--- src/rtl/dmem_arbiter.sv ---
// Two-port data-memory arbiter.
// Round-robin grants one load/store at a time, rejects misaligned or
// undefined accesses without touching memory, and returns each result
// through a registered IDLE -> ACCESS -> RESP sequence.
module dmem_arbiter #(
   parameter int ADDR_W = 32,
   parameter int DATA_W = 32
) (
   input  logic              clk,
   input  logic              rst,
   input  logic              p0_req,
   input  logic              p0_we,
   input  logic [ADDR_W-1:0] p0_addr,
   input  logic [DATA_W-1:0] p0_wdata,
   input  logic [2:0]        p0_funct3,
   output logic              p0_gnt,
   output logic              p0_done,
   output logic              p0_err,
   output logic [DATA_W-1:0] p0_rdata,
   input  logic              p1_req,
   input  logic              p1_we,
   input  logic [ADDR_W-1:0] p1_addr,
   input  logic [DATA_W-1:0] p1_wdata,
   input  logic [2:0]        p1_funct3,
   output logic              p1_gnt,
   output logic              p1_done,
   output logic              p1_err,
   output logic [DATA_W-1:0] p1_rdata,
   output logic              mem_MemRead,
   output logic              mem_MemWrite,
   output logic [ADDR_W-1:0] mem_addr,
   output logic [DATA_W-1:0] mem_write_data,
   output logic [2:0]        mem_funct3,
   input  logic [DATA_W-1:0] mem_read_data
);

   typedef enum logic [1:0] {IDLE, ACCESS, RESP} state_t;

   state_t            state;
   logic              last_gnt;   // 1 = port 1 was granted most recently
   logic              sel;        // port owning the current transaction
   logic              lat_we;
   logic              err_pend;
   logic [DATA_W-1:0] rsp_data;

   logic              pick;
   logic              pick_we;
   logic [ADDR_W-1:0] pick_addr;
   logic [DATA_W-1:0] pick_wdata;
   logic [2:0]        pick_f3;
   logic              pick_bad;

   // Round-robin choice between the requesters and legality of the winner
   always_comb begin
      pick       = p1_req & (~p0_req | ~last_gnt);
      pick_we    = pick ? p1_we     : p0_we;
      pick_addr  = pick ? p1_addr   : p0_addr;
      pick_wdata = pick ? p1_wdata  : p0_wdata;
      pick_f3    = pick ? p1_funct3 : p0_funct3;
      pick_bad   = (pick_f3 == 3'b011) || (pick_f3 == 3'b110) || (pick_f3 == 3'b111)
                || ((pick_f3[1:0] == 2'b01) && pick_addr[0])
                || ((pick_f3[1:0] == 2'b10) && (pick_addr[1:0] != 2'b00))
                || (pick_we && pick_f3[2]);
   end

   // Transaction sequencer with registered grant, strobe and response outputs
   always_ff @(posedge clk) begin
      if (rst) begin
         state          <= IDLE;
         last_gnt       <= 1'b1;
         sel            <= 1'b0;
         lat_we         <= 1'b0;
         err_pend       <= 1'b0;
         rsp_data       <= '0;
         p0_gnt         <= 1'b0;
         p1_gnt         <= 1'b0;
         p0_done        <= 1'b0;
         p1_done        <= 1'b0;
         p0_err         <= 1'b0;
         p1_err         <= 1'b0;
         p0_rdata       <= '0;
         p1_rdata       <= '0;
         mem_MemRead    <= 1'b0;
         mem_MemWrite   <= 1'b0;
         mem_addr       <= '0;
         mem_write_data <= '0;
         mem_funct3     <= '0;
      end else begin
         p0_gnt       <= 1'b0;
         p1_gnt       <= 1'b0;
         p0_done      <= 1'b0;
         p1_done      <= 1'b0;
         p0_err       <= 1'b0;
         p1_err       <= 1'b0;
         mem_MemRead  <= 1'b0;
         mem_MemWrite <= 1'b0;
         case (state)
            IDLE: begin
               if (p0_req || p1_req) begin
                  sel            <= pick;
                  last_gnt       <= pick;
                  lat_we         <= pick_we;
                  mem_addr       <= pick_addr;
                  mem_write_data <= pick_wdata;
                  mem_funct3     <= pick_f3;
                  if (pick) p1_gnt <= 1'b1;
                  else      p0_gnt <= 1'b1;
                  if (pick_bad) begin
                     err_pend <= 1'b1;
                     rsp_data <= '0;
                     state    <= RESP;
                  end else begin
                     err_pend     <= 1'b0;
                     mem_MemWrite <= pick_we;
                     mem_MemRead  <= ~pick_we;
                     state        <= ACCESS;
                  end
               end
            end
            ACCESS: begin
               rsp_data <= lat_we ? '0 : mem_read_data;
               state    <= RESP;
            end
            RESP: begin
               if (sel) begin
                  p1_done  <= 1'b1;
                  p1_err   <= err_pend;
                  p1_rdata <= rsp_data;
               end else begin
                  p0_done  <= 1'b1;
                  p0_err   <= err_pend;
                  p0_rdata <= rsp_data;
               end
               state <= IDLE;
            end
            default: state <= IDLE;
         endcase
      end
   end

endmodule

--- config.mk ---
export PLATFORM = sky130hd
export DESIGN_NAME = dmem_arbiter
export DESIGN_NICKNAME = d
export VERILOG_FILES = /design/src/rtl/dmem_arbiter.sv
export SDC_FILE = /design/constraint.sdc
export NUM_CORES = 1
export LEC_CHECK = 0
export BUFFER_PORTS_ARGS = -buffer_cell sky130_fd_sc_hd__buf_2
export CAP_MARGIN = 20
export CORE_ASPECT_RATIO = 1.4
export CORE_MARGIN = 4
export CORE_UTILIZATION = 40
export CTS_CLUSTER_SIZE = 25
export DETAILED_ROUTE_END_ITERATION = 6
export PLACE_DENSITY = 0.69
export SYNTH_ARGS = -nofsm -noshare
export SYNTH_HDL_FRONTEND = slang
export SYNTH_SLANG_ARGS = --single-unit
--- constraint.sdc ---
create_clock -name clk -period 4.15 [get_ports clk]
set_clock_uncertainty 0.15 [all_clocks]
set_input_delay 0.83 -clock clk [delete_from_list [all_inputs] [get_ports clk]]
set_output_delay 0.83 -clock clk [all_outputs]
set_load 0.01 [all_outputs]
==> After elaboration in Yosys (flattened, before gate mapping) <==
Cells that the tools add are included.
{ "totals": {"output_inout_bits": 139, "inputBits": 172, "regBits": 177, "word_cells": 74} }
{ "classes": {"bitwise": 9, "reduce_logical": 21, "n_mux": 16, "n_eq_ne": 9} }
{ "ops": {"columns": ["operator", "n"], "rows": [
  ["$mux W32", 5],
  ["$pmux W32 S2", 1],
  ["$reduce_or A3 Y1", 3],
  ["$not A1 Y1", 7],
  ["$eq A3 B3 Y1 const B", 2],
  ["$logic_or A1 B1 Y1", 6],
  ["$mux W1", 6],
  ["$reduce_and A2 Y1", 3],
  ["$eq A2 B1 Y1 const B", 2],
  ["$eq A2 B2 Y1 const B", 2],
  ["$mux W2", 2],
  ["$ne A2 B2 Y1 const B", 2],
  ["$pmux W2 S2", 1],
  ["$reduce_bool A2 Y1", 2],
  ["$reduce_or A4 Y1", 1],
  ["$eq A3 B2 Y1 const B", 1],
  ["$logic_and A1 B1 Y1", 3],
  ["$mux W3", 1],
  ["$reduce_and A3 Y1", 1],
  ["$logic_not A2 Y1", 1],
  ["$reduce_or A2 Y1", 1],
  ["$and A1 B1 Y1", 1],
  ["$or A1 B1 Y1", 1]
]} }

==> Longest topological paths before layout <==
{ "logic_depth": {"ltp_word": 13, "mapped_depth": 6, "mapped_depth_nobuf": 4} }

==> Least setup slack after synthesis <==
OpenSTA, ideal clock, no wires.
{ "synth_timing": {"kind": "in2reg", "startpoint": "input p1_funct3[0]", "endpoint": "register state[1]", "arrival_time_ns": 1.879, "setup_slack_ns": 2.006, "stages": 5, "n_path_buf": 1, "cell_sequence": "or4_1 -> nand3_1 -> a21oi_2 -> buf_2 -> o21a_1"} }
{ "synth_between": {"elab_chain_len": 10, "elab_cells_between_ends": 16, "cone_classes": "eq/ne (5); mux (4); reduce/logical (7)"} }
{ "synth_rtl": {"columns": ["item", "line_no", "source"], "rows": [
  ["from (decl)", "24", "input logic [2:0] p1_funct3,"],
  ["$mux W3 *", "59", "pick_f3 = pick ? p1_funct3 : p0_funct3;"],
  ["$eq A3 B2 Y1 or $eq A3 B3 Y1 (tied branches)", "60", "pick_bad = (pick_f3 == 3'b011) || (pick_f3 == 3'b110) || (pick_f3 == 3'b111)"],
  ["$logic_or A1 B1 Y1 (2 in a row)", "60", null],
  ["$logic_or A1 B1 Y1", "61", "|| ((pick_f3[1:0] == 2'b01) && pick_addr[0])"],
  ["$logic_or A1 B1 Y1 *", "62", "|| ((pick_f3[1:0] == 2'b10) && (pick_addr[1:0] != 2'b00))"],
  ["$logic_or A1 B1 Y1 *", "63", "|| (pick_we && pick_f3[2]);"],
  ["$mux W2 *", "108", "if (pick_bad) begin"],
  ["$mux W2 *", "99", "if (p0_req || p1_req) begin"],
  ["$pmux W2 S2 *", "97", "case (state)"],
  ["to (signal assigned)", "69", "state <= IDLE;"],
  ["to (signal assigned)", "111", "state <= RESP;"],
  ["to (signal assigned)", "116", "state <= ACCESS;"],
  ["to (decl)", "39", "state_t state;"]
]} }
Mark *: on every way between the ends. The rest lies on a longest branch, timed or not. The select of a mux whose other input is x is not followed.
A chain may end at the register's enable or synchronous reset.

==> Worst setup path in the final report <==
{ "layout_timing": {"startpoint": "register state[1]", "endpoint": "register p0_rdata[13]"} }
{ "layout_between": {"elab_chain_len": 2} }
{ "layout_rtl": {"columns": ["item", "line_no", "source"], "rows": [
  ["$eq A2 B2 Y1", "97", null],
  ["$reduce_and A2 Y1 (no source line)", null, null],
  ["to (signal assigned)", "132", "p0_rdata <= rsp_data;"],
  ["to (decl)", "19", "output logic [DATA_W-1:0] p0_rdata,"]
]} }
Every way passes these cells.

==> impl_metrics.toml <==
[worst_hold_path]
hold_class = "reg -> reg"
min_from = "p0_rdata[0]$_SDFFE_PP0P_"

[worst_setup_path]
reg2reg_to = "p0_rdata[13]$_SDFFE_PP0P_"
r2r_cells = 3
critPathLaunchType = "flip-flop"
crit_required_ns = 4.27
crit_start = "state[1]$_SDFFE_PP0P_"
path_class = "reg -> reg"
end_kind = "flip-flop"
crit_fanout = 39
reg2reg_setup_slack_ns = 1.77
reg2reg_from = "state[1]$_SDFFE_PP0P_"
arrival_ns = 2.50
endpoint = "p0_rdata[13]$_SDFFE_PP0P_"

[synth]
synth.distinct_cells = 33
syn-num-nets = 1016
ys_seq_area_share_pct = 49.3
synth_area_um2 = 7180
synth_area_per_cell_um2 = 8.51
synthCells = 844
synth-seq-cells = 177
yosysWarningCount = 0
synth_top_area_cell = "dfxtp_1"
synthTopCellsByArea = "dfxtp_1 49%, mux2i_1 9.6%, nand2_1 8.5%"
synth_top_cell_area_share_pct = 49.3

[routing]
via_count = 6751
ant_nets = 0
vias_per_cell = 4.96
avgRoutedWirePerCell_um = 16.6
wirelength_um = 22600
route.detailed.drc = 0
initialDrtViolationCount = 409
firstDrtPassIters = 4

[timing]
slew_viol_final = 0
setup_ws_ns = 1.77
final-setup-viol-count = 0
fmax_ghz = 0.420
worst_slew_pin_slew_ns = 0.878
relSlewSlack_pct = 41.5
period_minus_slack_ns = 2.38
final_hold_viol_count = 0
fin_crit_sh_pct = 57.4
finalSetupTns_ns = 0
whs_ns = 0.300
rsz0062_at_grt = "no"

[power]
p_leak_nw = 4.13
ir_drop_v = 0.000228
finalPower_mw = 4.13
powerDensity_nw_per_um2 = 437

[global_route]
grt-ovfl-total = 0
grt_pass1_wl_um = 35100
track_usage_pct = 22.0
antenna_found_initial = 6
grt_pass1_vias = 6467
grt_max_degree = 142

[flow_run]
maxCapViolations = 0

[clock_tree]
cts.htree.levels = 4
ctsResizeCount = 0
cts_buffers = 17
clock_path_buffers = 2
clock-sinks = 177
clk_pin_slew_ns = 0.07
cts_tree = "yes"
root_buffer = "clkbuf_16"
cts_hold_buffers = 0
insertion_delay_ns = 0.42
post-cts-setup-buffers = 0

[finish]
multi_input_area_um2 = 3360
seqCellArea_um2 = 3540
area_growth_pct = 31.6
final_common_cell = "buf_2"
final_area_um2 = 9450
n_fill_cell = 1693
final_cells = 1362
layout_common_cells = "309 x buf_2, 176 x dfxtp_1, 162 x nand2_1, 112 x nor2_1, 97 x a21oi_1"
layout-drive-gt1-share_pct = 34.7
utilization_pct = 54.1
final_nets = 1282

[die]
start_util_pct = 41.1
die_area_um2 = 20200
rows = 57
die_y_um = 167
ios = 311
die_w_um = 121
coreArea_um2 = 17500

[placement]
pre_cts_slack_ns = 1.29
dp_hpwl_um = 15900
place_congestion = 0.805
port_buffers = 310
dpl_cell_area_um2 = 8840
post-place-cells = 1326

[run_status]
status = "complete, no violations"
## power by group
part	internal, mW	switching, mW
Combinational	0.269	0.382
Sequential	1.82	0.0840
Clock	0.896	0.679
## per-layer routing
| metal | GRT usage, % | wire length, µm | part of all wire [%] | vias to the layer above |
|---|---|---|---|---|
| met5 | 0 | 41 | 0.18 | - |
| li1 | - | - | - | 3431 |
| met1 | 25.6 | 9010 | 40 | 3054 |
| met2 | 38.1 | 11400 | 50 | 230 |
| met4 | 6.29 | 283 | 1.3 | 8 |
| met3 | 7.46 | 1930 | 8.5 | 28 |
## synth_stat cells (all sizes together)
master / count
a211oi: 68
a21boi: 1
a21oi: 98
a221o: 1
a221oi: 1
a311oi: 1
and3b: 1
buf: 24
clkbuf: 49
dfxtp: 177
inv: 2
mux2i: 69
nand2: 162
nand2b: 1
nand3: 1
nand3b: 1
nor2: 112
nor3: 2
nor3b: 2
nor4: 1
nor4b: 1
o21a: 1
o21ai: 33
or3: 1
or3b: 33
or4: 1
## worst min-delay path by stage
stage | slack (ns) | end | cells after the start
finish | 0.30 | p0_rdata[0]$_SDFFE_PP0P_ | 2
global route | 0.31 | p0_rdata[12]$_SDFFE_PP0P_ | 2
CTS | 0.30 | p1_rdata[11]$_SDFFE_PP0P_ | 2
detailed placement | 0.29 | p0_rdata[0]$_SDFFE_PP0P_ | 2
global placement | 0.29 | p0_rdata[15]$_SDFFE_PP0P_ | 2
floorplan | 0.30 | last_gnt$_SDFFE_PP1P_ | 2
## cell type report
type                    instances  share of cell area [%]
multi-input cells             592                    35.5
well taps                     236                    3.12
inverters                       2                  0.0794
clock inverters                10                    1.05
clock buffers                  22                    5.12
flip-flops and latches        177                    37.5
diodes                          3                  0.0794
repair buffers                320                    17.5
## logic make-up after synthesis
kind of cell / after synthesis / share of synthesized area [%]
simple gates: 319 / 19.7
flops: 177 / 49.3
mux: 69 / 9.62
compound gates: 204 / 16.9
buf+inv: 75 / 4.46
## worst max-delay path, stage by stage, from the launching register on
cell	delay, ns
dfxtp_2	0.90
or3b_2	0.87
nand2_1	0.20
a21oi_1	0.08
## registers in the layout (all words and copies together), names as in the netlist
register and flops:
err_pend 1, p0_rdata 32, p1_gnt 1, sel 1, last_gnt 1, rsp_data 32, state 2, p1_rdata 32
p0_done 1, mem_write_data 32, lat_we 1, mem_MemWrite 1, mem_funct3 3, mem_MemRead 1, mem_addr 32, p1_err 1
p0_gnt 1, p1_done 1, p0_err 1
Note: power is estimated with default switching activity, not from simulation.
